## config.mk

```make
export PLATFORM = sky130hd
export DESIGN_NAME = instr_fetch_unit
export DESIGN_NICKNAME = d
export VERILOG_FILES = /design/src/rtl/instr_register_pkg.sv /design/src/rtl/instr_fifo.sv /design/src/rtl/instr_fetch_unit.sv
export SDC_FILE = /design/constraint.sdc
export NUM_CORES = 1
export LEC_CHECK = 0
export BUFFER_PORTS_ARGS = -buffer_cell sky130_fd_sc_hd__buf_2
export CAP_MARGIN = 20
export CORE_ASPECT_RATIO = 2
export CORE_MARGIN = 8
export CORE_UTILIZATION = 45
export CTS_CLUSTER_SIZE = 25
export DETAILED_ROUTE_END_ITERATION = 16
export PLACE_DENSITY = 0.65
export SYNTH_ARGS = -nofsm -noshare
export SYNTH_HDL_FRONTEND = slang
export SYNTH_SLANG_ARGS = --single-unit
```

## constraint.sdc

```tcl
create_clock -name clk -period 2.56 [get_ports clk]
set_input_delay 0.512 -clock clk [delete_from_list [all_inputs] [get_ports clk]]
set_output_delay 0.512 -clock clk [all_outputs]
set_load 0.05 [all_outputs]
```

## src/rtl/instr_register_pkg.sv

```systemverilog
`default_nettype none
// +----------------------------------------------------------------------------+
// | Module      : instr_register_pkg                                           |
// | Description : Shared types for the instruction register and the fetch      |
// |               unit that drains it: opcode, operand/result, address,        |
// |               instruction word, FIFO entry and fetch FSM state.            |
// | Revision    : 1.0 - initial release                                        |
// +----------------------------------------------------------------------------+
package instr_register_pkg;

  typedef enum logic [3:0] {
    ZERO  = 4'd0,
    PASSA = 4'd1,
    PASSB = 4'd2,
    ADD   = 4'd3,
    SUB   = 4'd4,
    MULT  = 4'd5,
    DIV   = 4'd6,
    MOD   = 4'd7
  } opcode_t;

  typedef logic signed [31:0] operand_t;
  typedef logic signed [63:0] result_t;
  typedef logic        [4:0]  address_t;

  typedef struct packed {
    opcode_t  opc;
    operand_t op_a;
    operand_t op_b;
    result_t  result;
  } instruction_t;

  // One FIFO slot: the captured word plus the location it came from.
  typedef struct packed {
    instruction_t instr;
    address_t     addr;
  } fetch_entry_t;

  typedef enum logic [1:0] {
    IDLE  = 2'd0,
    FETCH = 2'd1,
    DRAIN = 2'd2
  } fetch_state_t;

  // Park value for the read pointer while in reset.
  localparam address_t READ_POINTER_RESET = 5'h1F;

  // Register-file addresses wrap modulo 32 (31 -> 0) through natural overflow.
  function automatic address_t next_address(input address_t addr);
    return addr + 5'd1;
  endfunction

endpackage
`default_nettype wire

```

## src/rtl/instr_fifo.sv

```systemverilog
`default_nettype none
// +----------------------------------------------------------------------------+
// | Module      : instr_fifo                                                   |
// | Description : Synchronous FIFO, DEPTH entries of ENTRY_T, registered       |
// |               storage with the head presented combinationally from it.     |
// |               A push into a full FIFO is accepted when a pop happens in    |
// |               the same cycle.                                              |
// | Ports       : clk, reset_n (async, active-low)                             |
// |               push / push_data   - write side                              |
// |               pop  / head        - read side (head valid when !empty)      |
// |               full, empty, count - occupancy                               |
// | Revision    : 1.0 - initial release                                        |
// +----------------------------------------------------------------------------+
module instr_fifo
  import instr_register_pkg::*;
#(
  parameter int  DEPTH   = 4,
  parameter type ENTRY_T = fetch_entry_t
) (
  input  logic                     clk,
  input  logic                     reset_n,
  input  logic                     push,
  input  ENTRY_T                   push_data,
  input  logic                     pop,
  output ENTRY_T                   head,
  output logic                     full,
  output logic                     empty,
  output logic [$clog2(DEPTH):0]   count
);

  localparam int PTR_W = $clog2(DEPTH);
  localparam int CNT_W = PTR_W + 1;

  ENTRY_T             mem_q   [DEPTH];
  ENTRY_T             mem_d   [DEPTH];
  logic [PTR_W-1:0]   wr_ptr_q, wr_ptr_d;
  logic [PTR_W-1:0]   rd_ptr_q, rd_ptr_d;
  logic [CNT_W-1:0]   count_q,  count_d;
  logic               push_ok;
  logic               pop_ok;

  assign empty = (count_q == '0);
  assign full  = (count_q == CNT_W'(DEPTH));
  assign count = count_q;
  assign head  = mem_q[rd_ptr_q];

  // When full, the write slot aliases the head; overwriting it is safe only
  // because the head is being consumed on the same edge.
  assign pop_ok  = pop && !empty;
  assign push_ok = push && (!full || pop_ok);

  always_comb begin
    mem_d    = mem_q;
    wr_ptr_d = wr_ptr_q;
    rd_ptr_d = rd_ptr_q;
    count_d  = count_q;

    if (push_ok) begin
      mem_d[wr_ptr_q] = push_data;
      wr_ptr_d        = wr_ptr_q + 1'b1;
    end
    if (pop_ok) begin
      rd_ptr_d = rd_ptr_q + 1'b1;
    end

    case ({push_ok, pop_ok})
      2'b10:   count_d = count_q + CNT_W'(1);
      2'b01:   count_d = count_q - CNT_W'(1);
      default: count_d = count_q;
    endcase
  end

  always_ff @(posedge clk or negedge reset_n) begin
    if (!reset_n) begin
      for (int i = 0; i < DEPTH; i++) begin
        mem_q[i] <= '0;
      end
      wr_ptr_q <= '0;
      rd_ptr_q <= '0;
      count_q  <= '0;
    end else begin
      mem_q    <= mem_d;
      wr_ptr_q <= wr_ptr_d;
      rd_ptr_q <= rd_ptr_d;
      count_q  <= count_d;
    end
  end

endmodule
`default_nettype wire

```

## src/rtl/instr_fetch_unit.sv

```systemverilog
`default_nettype none
// +----------------------------------------------------------------------------+
// | Module      : instr_fetch_unit                                             |
// | Description : Sequencer that walks read_pointer over N consecutive         |
// |               instruction-register locations, captures each word into a    |
// |               small FIFO and hands entries downstream over valid/ready.    |
// | Ports       : clk, reset_n (async, active-low)                             |
// |               start, start_addr, num_instr - request (sampled in IDLE)     |
// |               read_pointer, instruction_word - register-file read port     |
// |               out_valid, out_ready, out_instr, out_addr - output stream    |
// |               busy (FETCH/DRAIN), done (one-cycle completion pulse)        |
// | Revision    : 1.0 - initial release                                        |
// +----------------------------------------------------------------------------+
module instr_fetch_unit
  import instr_register_pkg::*;
#(
  parameter int DEPTH = 4
) (
  input  logic         clk,
  input  logic         reset_n,
  input  logic         start,
  input  address_t     start_addr,
  input  logic [5:0]   num_instr,
  output address_t     read_pointer,
  input  instruction_t instruction_word,
  output logic         out_valid,
  input  logic         out_ready,
  output instruction_t out_instr,
  output address_t     out_addr,
  output logic         busy,
  output logic         done
);

  localparam int CNT_W = $clog2(DEPTH) + 1;

  fetch_state_t     state_q,        state_d;
  address_t         read_pointer_q, read_pointer_d;
  logic [5:0]       remaining_q,    remaining_d;
  logic             done_q,         done_d;

  logic             fifo_full;
  logic             fifo_empty;
  logic [CNT_W-1:0] fifo_count;
  logic             push;
  logic             pop;
  fetch_entry_t     push_entry;
  fetch_entry_t     head_entry;

  assign pop  = !fifo_empty && out_ready;
  // A full FIFO still takes a capture when the head leaves on the same edge,
  // which is what keeps throughput at one entry per cycle.
  assign push = (state_q == FETCH) && (!fifo_full || pop);

  assign push_entry = '{instr: instruction_word, addr: read_pointer_q};

  instr_fifo #(
    .DEPTH   (DEPTH),
    .ENTRY_T (fetch_entry_t)
  ) u_fifo (
    .clk       (clk),
    .reset_n   (reset_n),
    .push      (push),
    .push_data (push_entry),
    .pop       (pop),
    .head      (head_entry),
    .full      (fifo_full),
    .empty     (fifo_empty),
    .count     (fifo_count)
  );

  always_comb begin
    state_d        = state_q;
    read_pointer_d = read_pointer_q;
    remaining_d    = remaining_q;
    done_d         = 1'b0;

    case (state_q)
      IDLE: begin
        if (start) begin
          if (num_instr != 6'd0) begin
            state_d        = FETCH;
            read_pointer_d = start_addr;
            remaining_d    = num_instr;
          end else begin
            // Empty request completes immediately without leaving IDLE.
            done_d = 1'b1;
          end
        end
      end

      FETCH: begin
        if (push) begin
          read_pointer_d = next_address(read_pointer_q);
          remaining_d    = remaining_q - 6'd1;
          if (remaining_q == 6'd1) begin
            state_d = DRAIN;
          end
        end
      end

      DRAIN: begin
        // No pushes happen here, so a pop with one entry left empties it.
        if (pop && (fifo_count == CNT_W'(1))) begin
          done_d  = 1'b1;
          state_d = IDLE;
        end
      end

      default: begin
        state_d = IDLE;
      end
    endcase
  end

  always_ff @(posedge clk or negedge reset_n) begin
    if (!reset_n) begin
      state_q        <= IDLE;
      read_pointer_q <= READ_POINTER_RESET;
      remaining_q    <= 6'd0;
      done_q         <= 1'b0;
    end else begin
      state_q        <= state_d;
      read_pointer_q <= read_pointer_d;
      remaining_q    <= remaining_d;
      done_q         <= done_d;
    end
  end

  assign read_pointer = read_pointer_q;
  assign out_valid    = !fifo_empty;
  assign out_instr    = head_entry.instr;
  assign out_addr     = head_entry.addr;
  assign busy         = (state_q != IDLE);
  assign done         = done_q;

endmodule
`default_nettype wire

```

### Yosys cells after proc, flatten, opt, wreduce, memory -nomap -nowiden

Index checks and enable logic that the tools add are counted.

| word-level totals | value |
|---|---|
| register bits after elaboration | 569 |
| input port bits | 147 |
| output and inout bits | 145 |
| logic and storage cells | 93 |

| cells by class | value |
|---|---|
| add/subtract/negate cells | 6 |
| order comparisons | 3 |
| equal/unequal tests | 12 |
| multiplexer cells | 25 |
| bitwise logic cells | 2 |
| reductions and logical operators | 18 |

Operators with widths:

| kind | number |
|---|---|
| $bwmux 548 | 1 |
| $mux 137 | 3 |
| $bmux 137 s2 | 1 |
| $demux 137 s2 | 1 |
| $mux 6 | 3 |
| $mux 5 | 3 |
| $pmux 6 s2 | 1 |
| $mux 2 | 5 |
| $pmux 5 s2 | 1 |
| $eq 6x1->1 const B | 1 |
| $ge 3x3->1 const B | 2 |
| $logic_and 1x1->1 | 6 |
| $ne 2x2->1 const B | 3 |
| $not 2->3 | 2 |
| $pmux 2 s3 | 1 |
| $pmux 3 s2 | 1 |
| $reduce_bool 2->1 | 3 |
| $reduce_bool 6->1 | 1 |
| $sub 6x1->6 const B | 1 |
| $add 5x1->5 const B | 1 |
| $reduce_and 5->1 | 1 |
| $add 2x1->2 const B | 2 |
| $eq 2x1->1 const B | 2 |
| $eq 2x2->1 const B | 2 |
| other kinds (13) | 18 |

### Depth between registers and ports, before layout

Gate-level depths: netlist of the first run.

| logic depth | value |
|---|---|
| word-level depth | 8 |
| gate-level depth with buffers | 8 |
| depth with buffers taken out | 8 |

### Hierarchy

A second synthesis of the first run with hierarchy kept.

| second synthesis, totals | value |
|---|---|
| cells, all modules | 1472 |
| area total of the unflattened synthesis | 25127.8 sq um |

By module, submodules not included:

| module | times used | cells each | area each (sq um) | sequential area each (sq um) |
|---|---|---|---|---|
| instr_fifo | 1 | 1365 | 24180.7 | 13888.3 |
| instr_fetch_unit | 1 | 107 | 947.2 | 356.6 |

### Least setup slack after synthesis of the first run

OpenSTA, ideal clock, no wires.

| timing | value |
|---|---|
| path kind | reg2out |
| from | reg u_fifo.rd_ptr_q[0] |
| to | out out_instr[100] (netlist name) |
| arrival time | 1725 ps |
| data required time | 2048 ps |
| setup slack | 323 ps |
| stages on the path, launching flop included | 5 |
| path buffers | 3 |
| path through | dfrtp_1 > clkbuf_1 > buf_2 > buf_2 > mux4_2 |

RTL lines:

| item | RTL line | RTL |
|---|---|---|
| from (decl) | instr_fifo.sv:37 | `logic [PTR_W-1:0] rd_ptr_q, rd_ptr_d;` |
| from (signal assigned) | instr_fifo.sv:84 | `rd_ptr_q <= rd_ptr_d;` |
| to (decl) | instr_fetch_unit.sv:28 | `output instruction_t out_instr,` |

==> results of run 1 <==
## flip-flops by register name, indices dropped and copies added, names as in the netlist
| register | flops |
|---|---|
| done | 1 |
| read_pointer | 5 |
| remaining_q | 6 |
| state_q | 2 |
| u_fifo.count | 3 |
| u_fifo.mem_q | 548 |
| u_fifo.rd_ptr_q | 2 |
| u_fifo.wr_ptr_q | 2 |
## cells in the mapped netlist, drive strengths merged
| cell type | instances | area share (%) |
|---|---|---|
| a21oi | 4 | 0.080 |
| o32ai | 1 | 0.035 |
| nor3b | 1 | 0.030 |
| clkbuf | 12 | 0.18 |
| mux2i | 4 | 0.16 |
| nor3 | 6 | 0.14 |
| ha | 12 | 0.60 |
| o21ai | 7 | 0.14 |
| and2 | 2 | 0.050 |
| buf | 84 | 3.1 |
| or3 | 4 | 0.10 |
| dfstp | 5 | 0.52 |
| dfrtp | 564 | 56 |
| nor4 | 1 | 0.025 |
| a31o | 1 | 0.035 |
| and4b | 1 | 0.040 |
| inv | 11 | 0.16 |
| o31a | 1 | 0.035 |
| o211ai | 2 | 0.060 |
| nor4bb | 1 | 0.040 |
| nand2b | 2 | 0.080 |
| o22a | 1 | 0.035 |
| o22ai | 1 | 0.025 |
| nor2 | 7 | 0.10 |
| nor4b | 2 | 0.070 |
| o31ai | 5 | 0.15 |
| mux4 | 137 | 12 |
| a31oi | 4 | 0.16 |
| mux2 | 548 | 25 |
| nand2 | 16 | 0.28 |
| a211oi | 3 | 0.11 |
| xor2 | 2 | 0.070 |
| o311ai | 1 | 0.035 |
| xnor2 | 4 | 0.14 |
| a211o | 2 | 0.070 |
| nand3 | 9 | 0.18 |
| nor2b | 1 | 0.025 |
## layout make-up
type	instances	area (um^2)	share of cell area, %
timing repair buffer	376	3460	11.3
inverter	11	41.3	0.135
sequential	569	14300	46.7
multi-input combinational	793	10100	33.1
antenna	9	22.5	0.0738
tap	744	931	3.05
clock inverter	27	349	1.14
clock buffer	65	1370	4.48
## per-layer routing
layer | wire length [um] | share of wire (%) | global-route usage, % | vias to the layer above
met3 | 3570 | 5.9 | 4.20 | 83
met4 | 1710 | 2.8 | 6.61 | 4
met2 | 31700 | 53 | 33.7 | 320
met5 | 23 | 0.038 | 0 | -
met1 | 23100 | 38 | 22.4 | 7584
li1 | - | - | - | 6161
## per-stage QoR
step | util, % | setup WS, ns | TNS (ns) | cell area [um^2]
6_report | 55.2 | -0.171 | -14.74 | 30500
3_5_place_dp | 50.0 | 0.331 | 0 | 27600
4_1_cts | 54.9 | -0.227 | -21.73 | 30300
2_1_floorplan | - | 0.323 | 0 | 25100
3_3_place_gp | 50.0 | 0.347 | 0 | 27600
5_1_grt | 55.2 | -0.262 | -27.70 | 30500
## worst register-to-register path, cell delays in order (launching register included)
cell and delay, ns:
dfrtp_1 0.41, inv_1 0.08, ha_1 0.27, and4b_1 0.25
nor3_2 0.39, nand2_1 0.36, a211o_1 0.38
## cell families (layout without fill, tap and decap cells)
group	Yosys count	count (layout)
fa+ha+maj	12	12
flops	569	569
buf+inv	107	479
xor+xnor	6	6
other cells	0	9
mux	689	689
compound gates	33	33
simple gates	53	53
## timing repair
action | in CTS | in global routing
hold endpoints to repair | 30 | 0
endpoints found under the setup margin | 137 | 137
cloned | 4 | 2
buffers inserted | 9 | 8
hold buffers | 1 | 0
resized for setup | 233 | 28
## path summary, 6_finish.rpt
kind                                        from  cells past startpoint                 to  slack (ns)
min in group asynchronous                reset_n                      2  u_fifo.mem_q[344]        0.41
max in group asynchronous                reset_n                      4  u_fifo.mem_q[187]        1.18
min                        instruction_word[128]                      2  u_fifo.mem_q[270]        0.17
max                           u_fifo.rd_ptr_q[0]                      5      out_instr[15]       -0.17
min reg2reg                    u_fifo.mem_q[521]                      1  u_fifo.mem_q[521]        0.49
max reg2reg                      u_fifo.count[0]                      6    read_pointer[3]        0.34
==> flow_summary.toml, run 1 <==
[global_routing]
gr-usage-all-layers_pct = 19.0
grt.overflow.total = 0
grt_pass1_vias = 16200
grt_pass1_wl_mm = 95.4
antenna_found_initial = 9
grt_max_degree = 81

[routing]
drt-initial-drc-count = 569
ant_nets = 0
dr.pass1.iters = 4
via_per_inst = 5.46
vias = 14200
wl_mm = 60.2
drcViolationCount = 0
wl_per_cell_um = 23.2

[critical_path]
cp_data_required_time_ns = 2.05
critical_path_class = "reg2out"
cp-start-kind = "flop"
cpMostUsedCell = "buf_12"
max_stage_delay_ns = 0.53
worstPathCellList = "buf_12 > buf_12 > buf_16 > mux4_2 > buf_8"
cp.arrival_ns = 2.22
cp_top_family = "buffers and inverters"
critical_path.max_fanout = 8
path_buf_inv = 4
cp-end-kind = "primary output"
crit_slowest_cell = "mux4_2"

[logic_synthesis]
synth.cell_area_um2 = 25100
yosys.area_share.simple_pct = 1.16
ys_types = 46
synthXorXnorAreaFrac_pct = 0.209
muxShareOfSynthArea_pct = 37.0
synth_fa_ha_area_share_pct = 0.597
synth_seq_area_share_pct = 56.7
syn-num-nets = 1628
synth-seq-cells = 569
ys_warn_count = 0
synth_compound_area_share_pct = 0.966
synth_cells = 1469
synth_top_family_by_area = "multiplexers"
syn_area_per_cell_um2 = 17.1

[die]
boundaryPins = 292
rows = 122
initial_core_util_pct = 45.5
dieWidth_um = 183
dieArea_um2 = 64100
core_area_um2 = 55300
die_h_um = 350

[placed_design]
place.detailed.hpwl_mm = 40.4
io_buffer_count = 291
routabilityCongestion = 0.771
placed_cells = 2472

[run_status]
violations = "negative setup slack"
outcome = "finished with violations"

[clock_tree]
clk_latency_ns = 0.60
clkSinkCount = 569
htreeDepth = 2
cts_max_path_buffers = 3
cts_buffers = 49
root_buffer = "clkbuf_16"
cts_tree = "built"
clkSlewWorstSetupHoldPaths_ns = 0.07

[cells_and_area]
fin_cells = 2594
drive_gt1_share_pct = 58.8
mostFrequentLayoutCells = "dfrtp_1, mux2_2, buf_2"
area_growth_syn_to_layout_pct = 21.4
nets = 1959
nFillCells = 4492
final_common_cell = "dfrtp_1"

[sta]
worst_pin_slew_ns = 0.511
hold_slack_ns = 0.173
finalCritPeriodShare_pct = 107
fmax_mhz = 366
setup_viol = 137
relSlewSlack_pct = 65.9
finalCriticalPeriod_ns = 2.73
setup_slack_ns = -0.171
hold_viol_final = 0
skew_ns = 0.0239
maxSlewViolCount = 0
rsz0062_at_grt = "yes"

[flow_run]
drv_cap = 0

[min_path]
min_path_type = "in2reg"
Power of run 1 is left out: the tool's default activity adds up to more than one toggle a clock period on the data nets, which glitch-free logic cannot reach.
==> inputs of run 2 (changes only) <==
==> constraint.sdc (replaced) <==
create_clock -name clk -period 2.56 [get_ports clk]
set_input_delay 0 -clock clk [delete_from_list [all_inputs] [get_ports clk]]
set_output_delay 0 -clock clk [all_outputs]
set_load 0.05 [all_outputs]
==> flow_summary.toml, run 2 (synthesis results as in run 1) <==
[placed_design]
routabilityCongestion = 0.778
io_buffer_count = 291
place.detailed.hpwl_mm = 39.8

[sta]
finalCritPeriodShare_pct = 93.6
fmax_mhz = 418
skew_ns = 0.0144
hold_viol_final = 0
maxSlewViolCount = 0
relSlewSlack_pct = 57.4
fin_tns_setup_ns = 0
worst_pin_slew_ns = 0.639
setup_viol = 0
rsz0062_at_grt = "no"
finalCriticalPeriod_ns = 2.40

[cells_and_area]
regMostFlops = "u_fifo.mem_q"
mostFrequentLayoutCells = "dfrtp_1, mux2_2, buf_2"
final_common_cell = "dfrtp_1"
area_growth_syn_to_layout_pct = 22.4
nFillCells = 4443
drive_gt1_share_pct = 53.6
largest_reg_flops = 548
nets = 2086

[die]
dieArea_um2 = 64100
initial_core_util_pct = 45.5
dieWidth_um = 183
rows = 122
core_area_um2 = 55300
die_h_um = 350
boundaryPins = 292

[critical_path]
cp-start-kind = "flop"
critical_path.max_fanout = 13
cp_data_required_time_ns = 3.08
cp-end-kind = "flop"
critical_path_class = "reg2reg"
cp.arrival_ns = 2.91

[min_path]
min_path_type = "in2async"

[routing]
wl_mm = 59.8
drt-initial-drc-count = 551
dr.pass1.iters = 4
drcViolationCount = 0
via_per_inst = 5.40
vias = 14600
ant_nets = 0
wl_per_cell_um = 22.1

[global_routing]
grt_pass1_vias = 16800
grt.overflow.total = 0
antenna_found_initial = 3
gr-usage-all-layers_pct = 19.0
grt_max_degree = 114
grt_pass1_wl_mm = 96.5

[run_status]
outcome = "finished clean"

[clock_tree]
cts_buffers = 51
clkSinkCount = 569
root_buffer = "clkbuf_16"
clkSlewWorstSetupHoldPaths_ns = 0.07
cts_max_path_buffers = 3
ctsResizeCount = 0
clk_latency_ns = 0.58
htreeDepth = 2
cts_tree = "built"

[flow_run]
drv_cap = 0
run 2: path summary, 6_finish.rpt:
check,startpoint,endpoint,slack [ns],cells past startpoint
max,state_q[0],done,0.16,6
min,reset_n,u_fifo.mem_q[539],0.06,3
max reg2reg,state_q[0],done,0.16,6
min reg2reg,u_fifo.mem_q[126],u_fifo.mem_q[126],0.49,1
max in group asynchronous,reset_n,u_fifo.mem_q[239],1.81,4
min in group clk,instruction_word[126],u_fifo.mem_q[131],0.21,3
run 2: cell type report:
type / count / area [um^2] / share of cell area [%]
clock buffers: 72 / 1460 / 4.73
inverters: 11 / 41.3 / 0.134
clock inverters: 12 / 200 / 0.650
diodes: 1 / 2.50 / 0.00813
well taps: 744 / 931 / 3.02
flip-flops and latches: 569 / 14300 / 46.3
repair buffers: 501 / 3810 / 12.4
multi-input cells: 793 / 10100 / 32.8
run 2: metrics by stage:
| step | util (%) | hold slack, ns | setup slack (ns) | cells | instance area, um^2 |
|---|---|---|---|---|---|
| 6_report | 55.7 | 0.0597 | 0.165 | 2703 | 30800 |
| 5_1_grt | 55.7 | 0.0811 | 0.00971 | 2702 | 30800 |
| 4_1_cts | 55.7 | 0.0556 | 0.134 | 2702 | 30800 |
| 3_5_place_dp | 49.9 | -0.0415 | 0.405 | 2466 | 27600 |
| 3_3_place_gp | 49.9 | -0.0424 | 0.409 | 2466 | 27600 |
| 2_1_floorplan | - | -0.296 | 0.508 | 1469 | 25100 |
run 2: metal layers:
layer | up-vias | track usage (%) | part of all wire (%)
li1 | 6387 | - | -
met1 | 7758 | 22.7 | 40
met2 | 349 | 34.0 | 53
met3 | 86 | 3.91 | 5.1
met4 | 4 | 5.63 | 2.4
met5 | - | 0 | 0.043
run 2: critical path: stages (launching register included):
cell	delay [ns]
dfrtp_1	0.41
buf_4	0.18
nor4_1	0.35
and2_1	0.51
nand3_1	0.14
a21oi_1	0.17
dlygate4sd3_1	0.56
run 2: timing repair:
action	CTS	global route
buffers inserted	3	0
endpoints found under the hold margin	1062	0
endpoints found under the setup margin	15	0
hold buffers	149	0
Power of run 2 is left out for the same reason.
